==> src/rtl/instr_register_pkg.sv <==
// Shared types for the instruction register controller.
// Opcodes, operands, the stored word layout and controller states.
package instr_register_pkg;

    localparam int NUM_ENTRIES_DEF = 32;

    typedef enum logic [3:0] {
        ZERO  = 4'd0,
        PASSA = 4'd1,
        PASSB = 4'd2,
        ADD   = 4'd3,
        SUB   = 4'd4,
        MULT  = 4'd5,
        DIV   = 4'd6,
        MOD   = 4'd7
    } opcode_t;

    typedef logic signed [31:0] operand_t;

    typedef struct packed {
        opcode_t  opc;
        operand_t op_a;
        operand_t op_b;
    } instruction_t;

    typedef enum logic {
        INIT = 1'b0,
        RUN  = 1'b1
    } ctrl_state_t;

endpackage

==> src/rtl/instr_reg_rr_arb.sv <==
// Two-way round-robin arbiter with a one-hot grant.
// The last-grant index only moves when the grant is actually used.
module instr_reg_rr_arb (
    input  logic       clk,
    input  logic       reset,
    input  logic [1:0] req,
    input  logic       update,
    output logic [1:0] grant
);

    logic last_q;
    logic last_d;

    // Pick the sole requester, or the one not served last on a tie.
    always_comb begin
        grant = 2'b00;
        if (req == 2'b11) begin
            grant = last_q ? 2'b01 : 2'b10;
        end else begin
            grant = req;
        end
    end

    // Remember who won once the winner's write is taken.
    always_comb begin
        last_d = last_q;
        if (update && (grant != 2'b00)) begin
            last_d = grant[1];
        end
    end

    // Requester 1 counts as last winner so requester 0 wins the first tie.
    always_ff @(posedge clk or posedge reset) begin
        if (reset) begin
            last_q <= 1'b1;
        end else begin
            last_q <= last_d;
        end
    end

endmodule

==> src/rtl/instr_register_ctrl.sv <==
// Instruction register controller: clears storage, then runs a
// two-requester write queue with a registered pop port.
module instr_register_ctrl
    import instr_register_pkg::*;
#(
    parameter  int NUM_ENTRIES = NUM_ENTRIES_DEF,
    localparam int PW          = $clog2(NUM_ENTRIES),
    localparam int CW          = PW + 1
) (
    input  logic          clk,
    input  logic          reset,
    input  logic          req0_valid,
    output logic          req0_ready,
    input  opcode_t       req0_opcode,
    input  operand_t      req0_op_a,
    input  operand_t      req0_op_b,
    input  logic          req1_valid,
    output logic          req1_ready,
    input  opcode_t       req1_opcode,
    input  operand_t      req1_op_a,
    input  operand_t      req1_op_b,
    input  logic          rd_req,
    output logic          rd_valid,
    output instruction_t  rd_word,
    input  logic          flush,
    output logic          busy,
    output logic          full,
    output logic          empty,
    output logic [CW-1:0] count,
    output logic          ir_load_en,
    output logic [PW-1:0] ir_write_pointer,
    output opcode_t       ir_opcode,
    output operand_t      ir_operand_a,
    output operand_t      ir_operand_b,
    output logic [PW-1:0] ir_read_pointer,
    input  instruction_t  ir_instruction_word
);

    localparam logic [PW-1:0] LAST_IDX = PW'(NUM_ENTRIES - 1);
    localparam logic [CW-1:0] FULL_CNT = CW'(NUM_ENTRIES);

    ctrl_state_t   state_q, state_d;
    logic [PW-1:0] clr_ptr_q, clr_ptr_d;
    logic [PW-1:0] wr_ptr_q, wr_ptr_d;
    logic [PW-1:0] rd_ptr_q, rd_ptr_d;
    logic [CW-1:0] count_q, count_d;
    logic          rd_valid_q, rd_valid_d;
    instruction_t  rd_word_q, rd_word_d;

    logic [1:0] grant;
    logic       run_go;
    logic       wr_acc;
    logic       pop;

    assign full   = (count_q == FULL_CNT);
    assign empty  = (count_q == '0);
    assign busy   = (state_q == INIT);
    assign run_go = (state_q == RUN) && !flush;
    assign wr_acc = run_go && !full && (grant != 2'b00);
    assign pop    = run_go && rd_req && !empty;

    assign req0_ready      = wr_acc && grant[0];
    assign req1_ready      = wr_acc && grant[1];
    assign count           = count_q;
    assign rd_valid        = rd_valid_q;
    assign rd_word         = rd_word_q;
    assign ir_read_pointer = rd_ptr_q;

    instr_reg_rr_arb u_arb (
        .clk    (clk),
        .reset  (reset),
        .req    ({req1_valid, req0_valid}),
        .update (wr_acc),
        .grant  (grant)
    );

    // Register-side write port: clearing zeros or the winner's word.
    always_comb begin
        ir_load_en       = 1'b0;
        ir_write_pointer = wr_ptr_q;
        ir_opcode        = ZERO;
        ir_operand_a     = '0;
        ir_operand_b     = '0;
        if ((state_q == INIT) && !reset) begin
            ir_load_en       = 1'b1;
            ir_write_pointer = clr_ptr_q;
        end else if (wr_acc) begin
            ir_load_en = 1'b1;
            if (grant[1]) begin
                ir_opcode    = req1_opcode;
                ir_operand_a = req1_op_a;
                ir_operand_b = req1_op_b;
            end else begin
                ir_opcode    = req0_opcode;
                ir_operand_a = req0_op_a;
                ir_operand_b = req0_op_b;
            end
        end
    end

    // Next state: clear sweep, flush, and queue pointer/count updates.
    always_comb begin
        state_d    = state_q;
        clr_ptr_d  = clr_ptr_q;
        wr_ptr_d   = wr_ptr_q;
        rd_ptr_d   = rd_ptr_q;
        count_d    = count_q;
        rd_valid_d = 1'b0;
        rd_word_d  = rd_word_q;
        unique case (state_q)
            INIT: begin
                if (clr_ptr_q == LAST_IDX) begin
                    clr_ptr_d = '0;
                    state_d   = RUN;
                end else begin
                    clr_ptr_d = clr_ptr_q + PW'(1);
                end
            end
            RUN: begin
                if (flush) begin
                    wr_ptr_d  = '0;
                    rd_ptr_d  = '0;
                    count_d   = '0;
                    clr_ptr_d = '0;
                    state_d   = INIT;
                end else begin
                    if (wr_acc) begin
                        wr_ptr_d = (wr_ptr_q == LAST_IDX) ?
                                   '0 : wr_ptr_q + PW'(1);
                    end
                    if (pop) begin
                        rd_ptr_d   = (rd_ptr_q == LAST_IDX) ?
                                     '0 : rd_ptr_q + PW'(1);
                        rd_valid_d = 1'b1;
                        rd_word_d  = ir_instruction_word;
                    end
                    if (wr_acc && !pop) begin
                        count_d = count_q + CW'(1);
                    end else if (pop && !wr_acc) begin
                        count_d = count_q - CW'(1);
                    end
                end
            end
        endcase
    end

    // State registers; reset restarts the clearing sweep at address 0.
    always_ff @(posedge clk or posedge reset) begin
        if (reset) begin
            state_q    <= INIT;
            clr_ptr_q  <= '0;
            wr_ptr_q   <= '0;
            rd_ptr_q   <= '0;
            count_q    <= '0;
            rd_valid_q <= 1'b0;
            rd_word_q  <= '0;
        end else begin
            state_q    <= state_d;
            clr_ptr_q  <= clr_ptr_d;
            wr_ptr_q   <= wr_ptr_d;
            rd_ptr_q   <= rd_ptr_d;
            count_q    <= count_d;
            rd_valid_q <= rd_valid_d;
            rd_word_q  <= rd_word_d;
        end
    end

endmodule

==> config.mk <==
export PLATFORM = sky130hd
export DESIGN_NAME = instr_register_ctrl
export DESIGN_NICKNAME = d
export VERILOG_FILES = /design/src/rtl/instr_register_pkg.sv /design/src/rtl/instr_reg_rr_arb.sv /design/src/rtl/instr_register_ctrl.sv
export SDC_FILE = /design/constraint.sdc
export NUM_CORES = 1
export LEC_CHECK = 0
export ABC_AREA = 1
export CELL_PAD_IN_SITES_DETAIL_PLACEMENT = 0
export CELL_PAD_IN_SITES_GLOBAL_PLACEMENT = 1
export CORE_ASPECT_RATIO = 2
export CORE_MARGIN = 2
export CORE_UTILIZATION = 24
export DETAILED_ROUTE_END_ITERATION = 12
export PLACE_DENSITY_LB_ADDON = 0.1
export SLEW_MARGIN = 20
export SYNTH_ARGS = -nofsm -noshare
export SYNTH_HDL_FRONTEND = slang
export SYNTH_HIERARCHICAL = 1
export SYNTH_SLANG_ARGS = --single-unit
==> constraint.sdc <==
create_clock -name clk -period 8.31 [get_ports clk]
set_input_delay 2.493 -clock clk [delete_from_list [all_inputs] [get_ports clk]]
set_output_delay 2.493 -clock clk [all_outputs]
set_load 0.02 [all_outputs]
---- Word level (Yosys, flattened, before mapping) ----
Index checks and enable logic that the tools add are counted.
operators by class
  $add $sub $neg .......................... 5
  eq/ne operators ......................... 6
  bitwise operators ....................... 2
  muxes and demuxes ....................... 32
  reduce and logical (&&, ||, !) cells .... 26
operators with widths
  cell                                              count
  two-way mux 32 bit                                6
  two-way mux 5 bit                                 9
  two-way mux 6 bit                                 3
  adder 5 x 1 -> 5 bit, second input constant       3
  equality test 5 bit, second input constant        3
  two-way mux 4 bit                                 3
  logical AND 1 bit                                 11
  one-hot mux 5 bit (2 select lines)                1
  two-way mux 1 bit                                 7
  adder 6 x 1 -> 6 bit, second input constant       1
  equality test 6 bit, second input constant        1
  logical NOT 1 bit                                 6
  logical NOT 6 bit                                 1
  AND reduction 2 bit                               3
  nonzero test 2 bit                                3
  subtractor 6 x 1 -> 6 bit, second input constant  1
  two-way mux 2 bit                                 2
  AND reduction 3 bit                               1
  nonzero test 3 bit                                1
  equality test 2 bit, second input constant        1
  inequality test 2 bit, second input constant      1
  NOT 1 bit                                         2
  one-hot mux 1 bit (2 select lines)                1
word-level totals
  input port bits ......................... 210
  bits in registers ....................... 92

---- Logic depth before layout (Yosys ltp) ----
  word-level depth ........................ 9
  depth in mapped cells ................... 14

---- Cells and area by module ----
Netlist, hierarchy kept.
by module, submodules not included
  module               cells an instance  area each (µm²)  times used
  instr_register_ctrl  705                4971.0           1
  instr_reg_rr_arb     9                  65.1             1

---- Worst setup path after synthesis ----
No wires, ideal clock.
  kind .................................... in2out
  start point ............................. input port req1_valid
  end point ............................... output port ir_operand_b[12]
  buffers on the path ..................... 3
  data arrival time ....................... 3.710 ns
  path slack .............................. 2.107 ns
  stages .................................. 7
  cells stage by stage .................... a21boi_0 -> buf_2 -> clkinv_1 -> buf_2 -> clkbuf_1 -> nand2_1 -> a21oi_1
on the way
  cells in the longest elaborated chain, start to end .. 6
  elaborated cells on any way between the ends .. 7
  those cells by class .................... eq/ne (1); mux (4); reduce/logical (2)
RTL lines
  element               RTL line                   RTL
  from (decl)           instr_register_ctrl.sv:17  input logic req1_valid,
  equality test 2 bit   instr_reg_rr_arb.sv:17     if (req == 2'b11) begin
  two-way mux 2 bit *   instr_reg_rr_arb.sv:17
  nonzero test 2 bit    instr_register_ctrl.sv:59  assign wr_acc = run_go && !full && (grant != 2'b00);
  logical AND 1 bit     instr_register_ctrl.sv:59
  two-way mux 32 bit *  instr_register_ctrl.sv:87  end else if (wr_acc) begin
  two-way mux 32 bit *  instr_register_ctrl.sv:84  if ((state_q == INIT) && !reset) begin
  to (decl)             instr_register_ctrl.sv:34  output operand_t ir_operand_b,
Mark *: on every way between the ends. The rest lies on a longest branch, timed or not.

---- Worst setup path in the final report ----
  start point ............................. input port req1_valid
  end point ............................... output port req1_ready
on the way
  cells in the longest elaborated chain, start to end .. 5
RTL lines
  element              RTL line                   RTL
  equality test 2 bit  instr_reg_rr_arb.sv:17
  two-way mux 2 bit *  instr_reg_rr_arb.sv:17
  net grant[1]         instr_register_ctrl.sv:50  logic [1:0] grant;
  nonzero test 2 bit   instr_register_ctrl.sv:59
  logical AND 1 bit    instr_register_ctrl.sv:59
  logical AND 1 bit *  instr_register_ctrl.sv:63  assign req1_ready = wr_acc && grant[1];
  to (decl)            instr_register_ctrl.sv:18  output logic req1_ready,
Mark *: on every way through the listed nets, which the timed path passes. The rest lies on a longest branch.

==> qor.txt <==
Outcome = finished clean
Pins Over Slew Limit = 0
Worst hold stages = 2
Tot GR Track Use = 19.3%
Reg2reg path depth = 11
Peak VDD IR = 0.000206 V
Gpl congestion = 0.826
Adder-Cell Fraction of Synth Area = 2.88%
Fraction of power spent switching nets = 40.6%
Internal power = 1500 µW
DRC = 0
Core area = 20800 µm²
Initial Util = 24.2%
Gate power share = 53.0%
Hold-fix buffers, CTS = 0
Layout cells sized above 1 = 4.58%
Seq cells post-synth = 92
Synth Warn # = 6
Synthesis-to-layout area growth = 83.7%
Clk Tree Root Cell = clkbuf_16
RSZ-0062 raised after global routing = false
Post-CTS Setup Bufs = 0
Setup violations, final = 0
F_max = 134 MHz
Worst Skew = 0.00705 ns
Area after DPL = 8950 µm²
WS Path Type = primary input to output port
Routed len/inst = 16.2 µm
TritonRoute pass-1 iters = 4
# H-tree levels = 3
CTS tree = yes
Post-CTS sizing = 0
Gr ovfl total = 0
Synthesized Nets = 935
Via count = 5802
TritonCTS Buffers = 9
Netlist cell types = 33
Post-Syn Instances = 714
Tcrit/Tclk final = 89.6%
Standard-cell rows = 75
Commonest cells post-synth = nand2_1, dfrtp_1, a21oi_1
Worst-path fanout max = 34
Synth Area in Compound Gates = 10.8%
Die ar. = 22200 µm²
Register area share after synthesis = 45.7%
Worst Hold Class = flip-flop to flip-flop
Vias/cell = 4.33
Psw = 1030 µW
Simple-gate portion of the synthesized area = 34.1%
Crit start category = primary input
Max-Cap Viols = 0
Tot Pwr = 2520 µW
Post-synthesis xor/xnor area fraction = 0.348%
Synth Flop Type = dfrtp_1
Synthesized area = 5040 µm²
Slew headroom = 43.7%
Worst-Margin Slew = 0.845 ns
Most common cell in the netlist = nand2_1
WP data required = 5.82 ns
Cell area after layout = 9250 µm²
Reg power frac = 30.5%
First-pass GRT wire length = 32.8 mm
Cell Pwr Density = 273 nW/µm²
Leading area contributor after synthesis = dfrtp_1
Largest net degree at the start of global routing = 78
Worst Setup End Kind = output port
I/O pin count = 369
DRT antenna net count = 0
CTS Sinks = 92
Clock power frac = 16.6%
Leak pwr = 0.00422 µW
Clock buffer depth = 2
Fin Setup TNS = 0 ns
Top post-synthesis cells by area = dfrtp_1, nand2_1, a21oi_1, buf_2, ha_1
Clock period minus final worst setup slack = 7.44 ns
Die Y-Extent = 209 µm
Average size of a mapped cell = 7.05 µm²
Die X = 106 µm
Final hold violation count = 0
Largest family of logic cells by synthesized area = simple AND/OR/NAND/NOR gates
Mux cell area share after synthesis = 0%
Routed wire length = 21.6 mm
Nets = 1285
PortBufs = 368
Worst EP arrival = 4.95 ns
Initial antenna violation count = 1
Clk_lat worst skew = 0.35 ns
Post-detail-place hpwl = 16.6 mm
Starting DRT DRC Count = 273
Asr flop ratio synth = 100%
Vias in the first global route = 5819
Post-synth EDFFs = 0
Top-area cell type share of the netlist area = 45.2%
Clk slew on worst S/H paths = 0.06 ns
## critical path: stages
cell and delay [ns]:
clkdlybuf4s50_1 0.51, a21boi_4 0.38, buf_4 0.39, inv_2 0.06
buf_4 0.25, nor2_1 0.21, clkdlybuf4s50_1 0.65
## path summary, 6_finish.rpt
check | startpoint | end | slack [ns]
setup / recovery | req1_valid | req1_ready | 0.87
hold / removal | rd_word[59] | rd_word[59] | 0.48
setup reg to reg | count[3] | count[3] | 5.00
hold reg to reg | rd_word[59] | rd_word[59] | 0.48
max in group asynchronous | reset | clr_ptr_q[1] | 4.48
min in group asynchronous | reset | u_arb/last_q | 2.61
## kinds of logic (layout without fill, tap and decap cells)
logic type               count (synthesis)  in the layout
AND/OR/NAND/NOR                        435            435
AO/OA/AOI/OAI                          102            102
flip-flops                              92             92
buffers and inverters                   72            427
adder cells (fa/ha/maj)                 11             11
XOR/XNOR                                 2              2
other                                    0              1
## stage by stage
| step | hold WS [ns] | utilization, % | setup WS, ns | cells |
|---|---|---|---|---|
| after floorplan | 0.452 | - | 2.11 | 714 |
| after global placement | 0.460 | 43.0 | 0.850 | 1322 |
| after detailed placement | 0.464 | 43.0 | 0.817 | 1322 |
| after CTS | 0.481 | 44.4 | 0.804 | 1338 |
| after global routing | 0.504 | 44.4 | 0.689 | 1339 |
| final | 0.476 | 44.4 | 0.867 | 1339 |
## cell usage in the layout (no fill, tap or decap)
cell / n
nand2_1: 382
clkdlybuf4s50_1: 368
dfrtp_1: 91
a21oi_1: 75
inv_1: 28
nor2_1: 19
nand3_1: 18
o21ai_0: 14
ha_1: 10
clkbuf_16: 9
buf_4: 9
inv_2: 5
nand2_2: 4
o21ai_2: 4
or2_2: 3
clkinv_2: 3
nor2_2: 2
nand2_4: 2
o21ai_1: 2
xor2_1: 2
nor3_1: 2
clkbuf_1: 2
diode_2: 1
a22o_1: 1
nand3_2: 1
nor2_4: 1
o32ai_1: 1
nor3_2: 1
o22ai_1: 1
o2bb2ai_1: 1
o211ai_1: 1
fa_1: 1
bufinv_16: 1
clkinv_4: 1
clkbuf_8: 1
a21boi_4: 1
a21boi_1: 1
dfstp_2: 1
## registers in the layout (all words and copies together) (netlist names)
signal	cells
rd_word	68
rd_valid	1
clr_ptr_q	5
count	6
ir_read_pointer	5
wr_ptr_q	5
state_q	1
u_arb/last_q	1
## final cells by class
cell class | count | area, µm²
diodes | 1 | 2.50
clock buffers | 12 | 246
clock inverters | 4 | 48.8
fillers | 2194 | 11600
inverters | 34 | 129
multi-input cells | 550 | 2430
flip-flops and latches | 92 | 2300
well taps | 269 | 337
repair buffers | 377 | 3750
## metal layers
| metal | vias up | GRT usage, % | share of wire, % | wire length [µm] |
|---|---|---|---|---|
| met1 | 2583 | 20.2 | 36 | 7740 |
| met2 | 265 | 35.0 | 52 | 11200 |
| met5 | - | 0 | 0 | 0 |
| li1 | 2932 | - | - | - |
| met3 | 22 | 7.05 | 10 | 2220 |
| met4 | 0 | 6.45 | 2.2 | 469 |
## power groups by stage
| stage | combinational [µW] | sequential [µW] | clock, µW |
|---|---|---|---|
| final | 1340 | 770 | 418 |
| after CTS | 1360 | 773 | 440 |
| after global routing | 1470 | 799 | 448 |
| after detailed placement | 1360 | 774 | 0 |
| after floorplan | 492 | 965 | 0 |
| after global placement | 1360 | 771 | 0 |
Note: power is estimated with default switching activity, not from simulation.
